--- config.mk ---
export PLATFORM = sky130hd
export DESIGN_NAME = gray_stream_pipe
export DESIGN_NICKNAME = d
export VERILOG_FILES = /design/src/rtl/gray_stream_pipe.sv
export SDC_FILE = /design/constraint.sdc
export NUM_CORES = 1
export LEC_CHECK = 0
export CAP_MARGIN = 20
export CORE_MARGIN = 2
export CORE_UTILIZATION = 55
export CTS_CLUSTER_DIAMETER = 120
export DETAILED_ROUTE_END_ITERATION = 7
export PLACE_DENSITY = 0.73
export SKIP_CTS_REPAIR_TIMING = 1
export SLEW_MARGIN = 10
export SYNTH_ARGS = -nofsm -noshare
export SYNTH_HDL_FRONTEND = slang
export SYNTH_SLANG_ARGS = --single-unit
--- constraint.sdc ---
create_clock -name clk -period 5.3 [get_ports clk]
set_input_delay 1.06 -clock clk [delete_from_list [all_inputs] [get_ports clk]]
set_output_delay 1.06 -clock clk [all_outputs]
set_load 0.005 [all_outputs]
--- src/rtl/gray_stream_pipe.sv ---
// gray_stream_pipe: two-stage valid/ready pipeline converting PIX packed RGB
// pixels per beat to gray, with bypass / gray / threshold / inverted-gray modes.
// Mode and threshold are captured on start-of-frame beats and travel with each
// beat, so a config change never alters a frame already in flight.
//
// Ports:
//   clk, reset_n          pixel clock, async active-low reset
//   cfg_mode, cfg_thresh  requested mode/threshold, sampled on sof beats
//   s_valid/s_ready       input handshake (s_ready is combinational)
//   s_data, s_user, s_sof input pixels, sideband, start-of-frame
//   m_valid/m_ready       output handshake
//   m_data, m_user, m_sof processed pixels with aligned sideband
module gray_stream_pipe #(
  parameter int unsigned PIX    = 9,
  parameter int unsigned CW     = 4,
  parameter int unsigned USER_W = 3,
  parameter int unsigned WR     = 77,
  parameter int unsigned WG     = 154,
  parameter int unsigned WB     = 25
) (
  input  logic                  clk,
  input  logic                  reset_n,
  input  logic [1:0]            cfg_mode,
  input  logic [CW-1:0]         cfg_thresh,
  input  logic                  s_valid,
  output logic                  s_ready,
  input  logic [PIX*3*CW-1:0]   s_data,
  input  logic [USER_W-1:0]     s_user,
  input  logic                  s_sof,
  output logic                  m_valid,
  input  logic                  m_ready,
  output logic [PIX*3*CW-1:0]   m_data,
  output logic [USER_W-1:0]     m_user,
  output logic                  m_sof
);

  localparam int unsigned PW = 3 * CW;    // bits per pixel
  localparam int unsigned DW = PIX * PW;  // bits per beat
  localparam int unsigned MW = CW + 8;    // product width
  localparam int unsigned SW = CW + 10;   // weighted-sum width
  localparam int unsigned GW = CW + 2;    // sum >> 8 before saturation

  localparam logic [1:0] MODE_BYPASS = 2'd0;
  localparam logic [1:0] MODE_GRAY   = 2'd1;
  localparam logic [1:0] MODE_THRESH = 2'd2;

  // Weights must form a unity-gain 8-bit fixed-point filter.
  if ((WR + WG + WB) != 256 || WR > 255 || WG > 255 || WB > 255) begin : g_bad_weights
    $error("gray_stream_pipe: WR+WG+WB must equal 256 with each weight 8-bit");
  end

  logic                   v1, v2, en1, en2;
  logic [1:0]             active_mode, eff_mode, mode1;
  logic [CW-1:0]          active_thresh, eff_thresh, thresh1;
  logic [DW-1:0]          raw1, out_c;
  logic [USER_W-1:0]      user1;
  logic                   sof1;
  logic [PIX-1:0][MW-1:0] pr_c, pg_c, pb_c, pr1, pg1, pb1;
  logic [PIX-1:0][GW-1:0] gs_c;
  logic [PIX-1:0][CW-1:0] g_c;

  // Handshake: a stage advances when it is empty or the stage after it advances.
  assign en2      = !v2 || m_ready;
  assign en1      = !v1 || en2;
  assign s_ready  = en1;
  assign m_valid  = v2;

  // A sof beat uses the incoming config; other beats use the frame's latched config.
  assign eff_mode   = s_sof ? cfg_mode   : active_mode;
  assign eff_thresh = s_sof ? cfg_thresh : active_thresh;

  // Per-pixel channel products for stage 1.
  always_comb begin
    pr_c = '0;
    pg_c = '0;
    pb_c = '0;
    for (int k = 0; k < PIX; k++) begin
      pr_c[k] = MW'(WR) * MW'(s_data[k*PW + 2*CW +: CW]);
      pg_c[k] = MW'(WG) * MW'(s_data[k*PW + CW +: CW]);
      pb_c[k] = MW'(WB) * MW'(s_data[k*PW +: CW]);
    end
  end

  // Stage 1 registers and frame config latch.
  always_ff @(posedge clk or negedge reset_n) begin
    if (!reset_n) begin
      v1            <= 1'b0;
      pr1           <= '0;
      pg1           <= '0;
      pb1           <= '0;
      raw1          <= '0;
      mode1         <= MODE_GRAY;
      thresh1       <= '0;
      user1         <= '0;
      sof1          <= 1'b0;
      active_mode   <= MODE_GRAY;
      active_thresh <= '0;
    end else if (en1) begin
      v1 <= s_valid;
      if (s_valid) begin
        pr1     <= pr_c;
        pg1     <= pg_c;
        pb1     <= pb_c;
        raw1    <= s_data;
        mode1   <= eff_mode;
        thresh1 <= eff_thresh;
        user1   <= s_user;
        sof1    <= s_sof;
        if (s_sof) begin
          active_mode   <= cfg_mode;
          active_thresh <= cfg_thresh;
        end
      end
    end
  end

  // Stage 2 combinational: rounded gray, saturated, then mode select.
  always_comb begin
    gs_c  = '0;
    g_c   = '0;
    out_c = '0;
    for (int k = 0; k < PIX; k++) begin
      gs_c[k] = GW'((SW'(pr1[k]) + SW'(pg1[k]) + SW'(pb1[k]) + SW'(128)) >> 8);
      g_c[k]  = (|gs_c[k][GW-1:CW]) ? '1 : gs_c[k][CW-1:0];
      case (mode1)
        MODE_BYPASS: out_c[k*PW +: PW] = raw1[k*PW +: PW];
        MODE_GRAY:   out_c[k*PW +: PW] = {3{g_c[k]}};
        MODE_THRESH: out_c[k*PW +: PW] = {PW{g_c[k] >= thresh1}};
        default:     out_c[k*PW +: PW] = {3{~g_c[k]}};
      endcase
    end
  end

  // Stage 2 / output registers; held while stalled or on bubbles.
  always_ff @(posedge clk or negedge reset_n) begin
    if (!reset_n) begin
      v2     <= 1'b0;
      m_data <= '0;
      m_user <= '0;
      m_sof  <= 1'b0;
    end else if (en2) begin
      v2 <= v1;
      if (v1) begin
        m_data <= out_c;
        m_user <= user1;
        m_sof  <= sof1;
      end
    end
  end

endmodule

Word-level counts from Yosys, hierarchy flattened:

Index checks and enable logic that the tools add are counted.

* register bits after elaboration: 511
* latch bits: 0
* RAM bits: 0
* memory bits (read-only): 0
* input port bits: 122
* logic and storage cells: 148
* memories kept: 0

* $add $sub $neg: 27
* multiply operators: 27
* divide/modulo/power cells: 0
* magnitude comparators: 9
* equality and inequality tests: 2
* shift operators: 0
* multiplexer cells: 20
* bitwise logic cells: 9
* reductions and logical operators: 17

Operators by type and width (number)
* $pmux W12 S3: 9
* $mul A7 B4 Y11 const A: 18
* $add A13 B9 Y14: 9
* $add A14 B8 Y14 const B: 9
* $add A11 B12 Y13: 9
* $mul A5 B4 Y9 const A: 9
* $mux W4: 10
* $ge A4 B4 Y1: 9
* $not A4 Y4: 9
* $reduce_or A2 Y1: 9
* $reduce_and A2 Y1: 2
* $reduce_and A3 Y1: 1
* $eq A2 B1 Y1 const B: 1
* $eq A2 B2 Y1 const B: 1
* $logic_not A1 Y1: 2
* $logic_not A2 Y1: 1
* $logic_or A1 B1 Y1: 2
* $mux W2: 1

Longest topological paths before layout:

* depth after elaboration: 7
* mapped depth: 19

Least setup slack after synthesis:

OpenSTA, ideal clock, no wires.

* path kind: reg-to-reg
* start point: register pr1[42] in the netlist's numbering
* end point: register m_data[45]
* setup time: 0.140 ns
* data arrival time: 4.196 ns
* data required time: 5.160 ns
* setup slack: 0.964 ns
* stages on the path, launching flop included: 20
* period minus slack after synthesis: 4.336 ns
* cells stage by stage: dfrtp_1 > inv_1 > fa_1 > inv_1 > fa_1 > ha_1 > a21oi_1 > inv_1 > o31a_1 > o21ai_1 > o21ai_0 > nor2_1 > ha_1 > nand2b_1 > a21o_1 > a21o_1 > a21oi_1 > o21ai_1 > a311oi_1 > a31oi_1

* cells in the longest elaborated chain, start to end: 7
* elaborated cells on any way between the ends: 8
* those cells by class: 3 x add/sub; 1 x order compare; 2 x mux; 1 x bitwise; 1 x reduce/logical

RTL lines
* start, declared: RTL line 58 `logic [PIX-1:0][MW-1:0] pr_c, pg_c, pb_c, pr1, pg1, pb1;`
* start signal, assigned: RTL line 101 `pr1 <= pr_c;`
* $add A11 B12 Y13 (*): RTL line 123 `gs_c[k] = GW'((SW'(pr1[k]) + SW'(pg1[k]) + SW'(pb1[k]) + SW'(128)) >> 8);`
* $add A13 B9 Y14 (*): RTL line 123
* $add A14 B8 Y14 (*): RTL line 123
* $reduce_or A2 Y1: RTL line 124 `g_c[k] = (|gs_c[k][GW-1:CW]) ? '1 : gs_c[k][CW-1:0];`
* $mux W4 (*): RTL line 124
* $ge A4 B4 Y1 or $not A4 Y4 (tied branches): RTL line 128, 129
* $pmux W12 S3 (*): RTL line 125 `case (mode1)`
* end signal, assigned: RTL line 144 `m_data <= out_c;`
* end, declared: RTL line 32 `output logic [PIX*3*CW-1:0] m_data,`

Mark *: on every way between the ends. The rest lies on a longest branch, timed or not.
A chain may end at the register's enable or synchronous reset.

Final worst setup path:

* start point: register pr1[40] in the netlist's numbering
* end point: register m_data[45]

Same word-level chain as after synthesis.

==> results.json <==
{
  "drt_first_pass_iters": 5,
  "vias": 24433,
  "dpl-instance-area_um2": 35500,
  "timing.final.crit_share_pct": 90.4,
  "synth.avg_cell_area_um2": 9.39,
  "io_buffers": 235,
  "worst_pin_slew_ns": 1.04,
  "cts_sinks": 448,
  "synth.most_common_cell": "nand2_1",
  "drt_iter0_markers": 1253,
  "clk_pin_slew_worst_paths_ns": 0.06,
  "postRouteAntennaNets": 0,
  "end_kind": "flop",
  "htreeDepth": 2,
  "pwr-share-seq_pct": 28.3,
  "chipWidth_um": 246,
  "hold_end": "raw1[71]$_DFFE_PN0P_",
  "hold_class": "flop to flop",
  "setup_tns_ns": 0,
  "critPathMostFrequentCell": "ha_1",
  "place_hpwl_um": 57800,
  "synth_fp_nets": 4237,
  "p_sw_share_pct": 39.8,
  "syn_inst": 3437,
  "fin_skew_ns": 0.0261,
  "root_buffer": "clkbuf_16",
  "cts_max_path_buffers": 3,
  "grt.total_usage_pct": 26.5,
  "yosysSeqAreaShare_pct": 34.7,
  "r2r_end": "m_data[45]$_DFFE_PN0P_",
  "cp.arrival_ns": 5.26,
  "r2r-start": "pr1[40]$_DFFE_PN0P_",
  "critPathBufInv": 2,
  "met3_usage_pct": 4.40,
  "synth_top_cell_area_share_pct": 34.7,
  "ys_top_cells_by_count": "642 x nand2_1, 579 x ha_1, 447 x dfrtp_1, 345 x inv_1, 294 x o21ai_0",
  "hold_violations": 0,
  "slowest_stage": "fa_1",
  "use_met1_pct": 36.1,
  "cp_max_fo": 10,
  "core_um2": 57800,
  "reg2regPathDepth": 19,
  "die_h_um": 246,
  "critPathRequiredTime_ns": 5.77,
  "synth_edf_count": 0,
  "routed_wirelength_um": 78100,
  "grtUsageMet2_pct": 43.4,
  "power_switching_uw": 7000,
  "final_layout_size_suffix_gt1_share_pct": 4.62,
  "relSlewSlack_pct": 30.2,
  "start_kind": "flop",
  "viasPerCell": 5.50,
  "clockPowerShare_pct": 20.3,
  "postLayoutCoreUtil_pct": 64.3,
  "initial_utilization_pct": 55.8,
  "p_per_area_nw_per_um2": 474,
  "gp_congestion": 0.871,
  "drcViolationCount": 0,
  "rsz0062_at_grt": "false",
  "status": "completed",
  "busiest_layer": "met2",
  "p_int_uw": 10600,
  "clkLatencyLatePin_ns": 0.62,
  "cts_buffers": 52,
  "grt_pass1_wl_um": 128000,
  "crit_path_cell_trace": "inv_1 -> fa_1 -> inv_1 -> ha_1 -> ha_1 -> a21oi_1 -> o22ai_1 -> o31a_1 -> o21ai_1 -> o21ai_0 -> nor2_1 -> ha_1 -> nand2b_1 -> a21o_1 -> a21o_1 -> a21oi_1 -> o21ai_1 -> a311oi_2 -> a31oi_1",
  "hp-start": "raw1[71]$_DFFE_PN0P_",
  "cpPeakStageDelay_ns": 0.53,
  "grt_overflow": 0,
  "grt_pass1_vias": 24931,
  "synth_cell_type_count": 76,
  "crit_family": "compound AO/OA/AOI/OAI gates",
  "syn-cell-area_um2": 32300,
  "synthArstFlopShare_pct": 100,
  "ys.flop_type": "dfrtp_1",
  "slew_violations": 0,
  "ys_warn_count": 0,
  "cts_tree": "yes",
  "whs_path_depth": 2,
  "crit_type": "flop to flop",
  "ioPinCount": 236,
  "ir_drop_v": 0.000309,
  "antenna_found_initial": 0,
  "core.rowCount": 88,
  "r2r_slack_ns": 0.51,
  "drv_cap": 0,
  "p_comb_share_pct": 51.4,
  "synth_seq_cells": 448,
  "finalCriticalPeriod_ns": 4.79,
  "grt_start_max_net_pins": 131,
  "yosys.area.top_type": "dfrtp_1",
  "leakagePower_uw": 0.0191,
  "setup_violations": 0,
  "die_area_um2": 60600,
  "final_cell_area_um2": 37100,
  "area_delta_synth_final_pct": 15.1,
  "synth_area_leaders": "dfrtp_1 35%, ha_1 22%, nand2_1 7.5%",
  "wl_per_cell_um": 17.6,
  "fmax_mhz": 209,
  "nNetsFinal": 4439
}
power by group through the flow:
stage	clock (uW)	sequential, uW	combinational (uW)
2_1_floorplan	0	4810	6210
3_3_place_gp	0	5030	8750
3_5_place_dp	0	5040	8970
4_1_cts	3630	5000	9090
5_1_grt	3780	5090	10400
6_report	3570	4990	9050
routing by layer:
layer	share of wire, %	up-vias
li1	-	12016
met1	45	11792
met2	46	500
met3	5.2	125
met4	3.0	0
met5	0	-
cell type report:
cell class                      instances  area [um2]
Fill cell                            4759       20700
Timing Repair Buffer                  260        2620
Clock buffer                           74        1530
Inverter                              346        1300
Multi-Input combinational cell       2531       19400
Sequential cell                       448       11200
Clock inverter                         19         153
Tap cell                              765         957
Antenna cell                            1        2.50
worst min-delay path, cell delays in order, from the launching register on:
cell	delay, ns
dfrtp_1	0.33
nand2_1	0.05
nand2_1	0.05
kinds of logic (layout without fill, tap and decap cells):
kind of cell	count (synthesis)	after routing	share of synthesized area, %
flip-flops	448	448	34.7
buffers and inverters	458	699	5.33
multiplexers	18	18	0.597
AO/OA/AOI/OAI	746	746	14.5
adder cells (fa/ha/maj)	678	678	28.6
AND/OR/NAND/NOR	955	955	12.6
other	0	1	0
XOR/XNOR	134	134	3.64
worst max path at each step:
stage	start	end	slack, ns	cells past startpoint
3_5_place_dp	pr1[40]$_DFFE_PN0P_	m_data[45]$_DFFE_PN0P_	0.44	19
5_1_grt	pr1[42]$_DFFE_PN0P_	m_data[45]$_DFFE_PN0P_	0.12	19
4_1_cts	pr1[40]$_DFFE_PN0P_	m_data[45]$_DFFE_PN0P_	0.41	19
2_1_floorplan	pr1[42]$_DFFE_PN0P_	m_data[45]$_DFFE_PN0P_	0.96	19
3_3_place_gp	pr1[40]$_DFFE_PN0P_	m_data[45]$_DFFE_PN0P_	0.55	19
6_report	pr1[40]$_DFFE_PN0P_	m_data[45]$_DFFE_PN0P_	0.51	19
layout by cell type (no fill, tap or decap), drive strengths merged, types with 7 or more instances in the layout:
cell type      synthesis  final
o21a                  26     26
nor4                  11     11
or2                   25     25
a21oi                131    131
buf                    3     26
and2                  32     32
nand3                 19     19
dfrtp                447    447
or3                   13     13
inv                  345    345
nor2                 105    105
clkinv                 1     12
clkdlybuf4s50          0    234
ha                   579    579
a31oi                 29     29
o22a                  13     13
o32a                  17     17
o211ai                21     21
mux2                  10     10
a211oi                20     20
xor2                  67     67
o21ai                306    306
o21bai                10     10
mux2i                  8      8
nand2                642    642
a21o                 100    100
fa                    99     99
xnor2                 67     67
nor2b                 38     38
o22ai                 12     12
nor3                  31     31
clkbuf               109     74
nand2b                18     18
clkinvlp               0      7
registers in the layout, summed over array words and instances, names as in the netlist:
register,count
m_data,108
v1,1
pg1,81
thresh1,4
sof1,1
user1,3
m_sof,1
m_valid,1
m_user,3
pb1,54
mode1,2
raw1,108
pr1,81
metrics by stage:
| step | total power [uW] | cells | hold WS [ns] | setup slack, ns |
|---|---|---|---|---|
| 2_1_floorplan | 11000 | 3437 | 0.437 | 0.964 |
| 3_3_place_gp | 13800 | 4350 | 0.448 | 0.552 |
| 3_5_place_dp | 14000 | 4350 | 0.450 | 0.440 |
| 4_1_cts | 17700 | 4443 | 0.465 | 0.411 |
| 5_1_grt | 19200 | 4443 | 0.490 | 0.123 |
| 6_report | 17600 | 4444 | 0.463 | 0.509 |
Note: power is estimated with default switching activity, not from simulation.
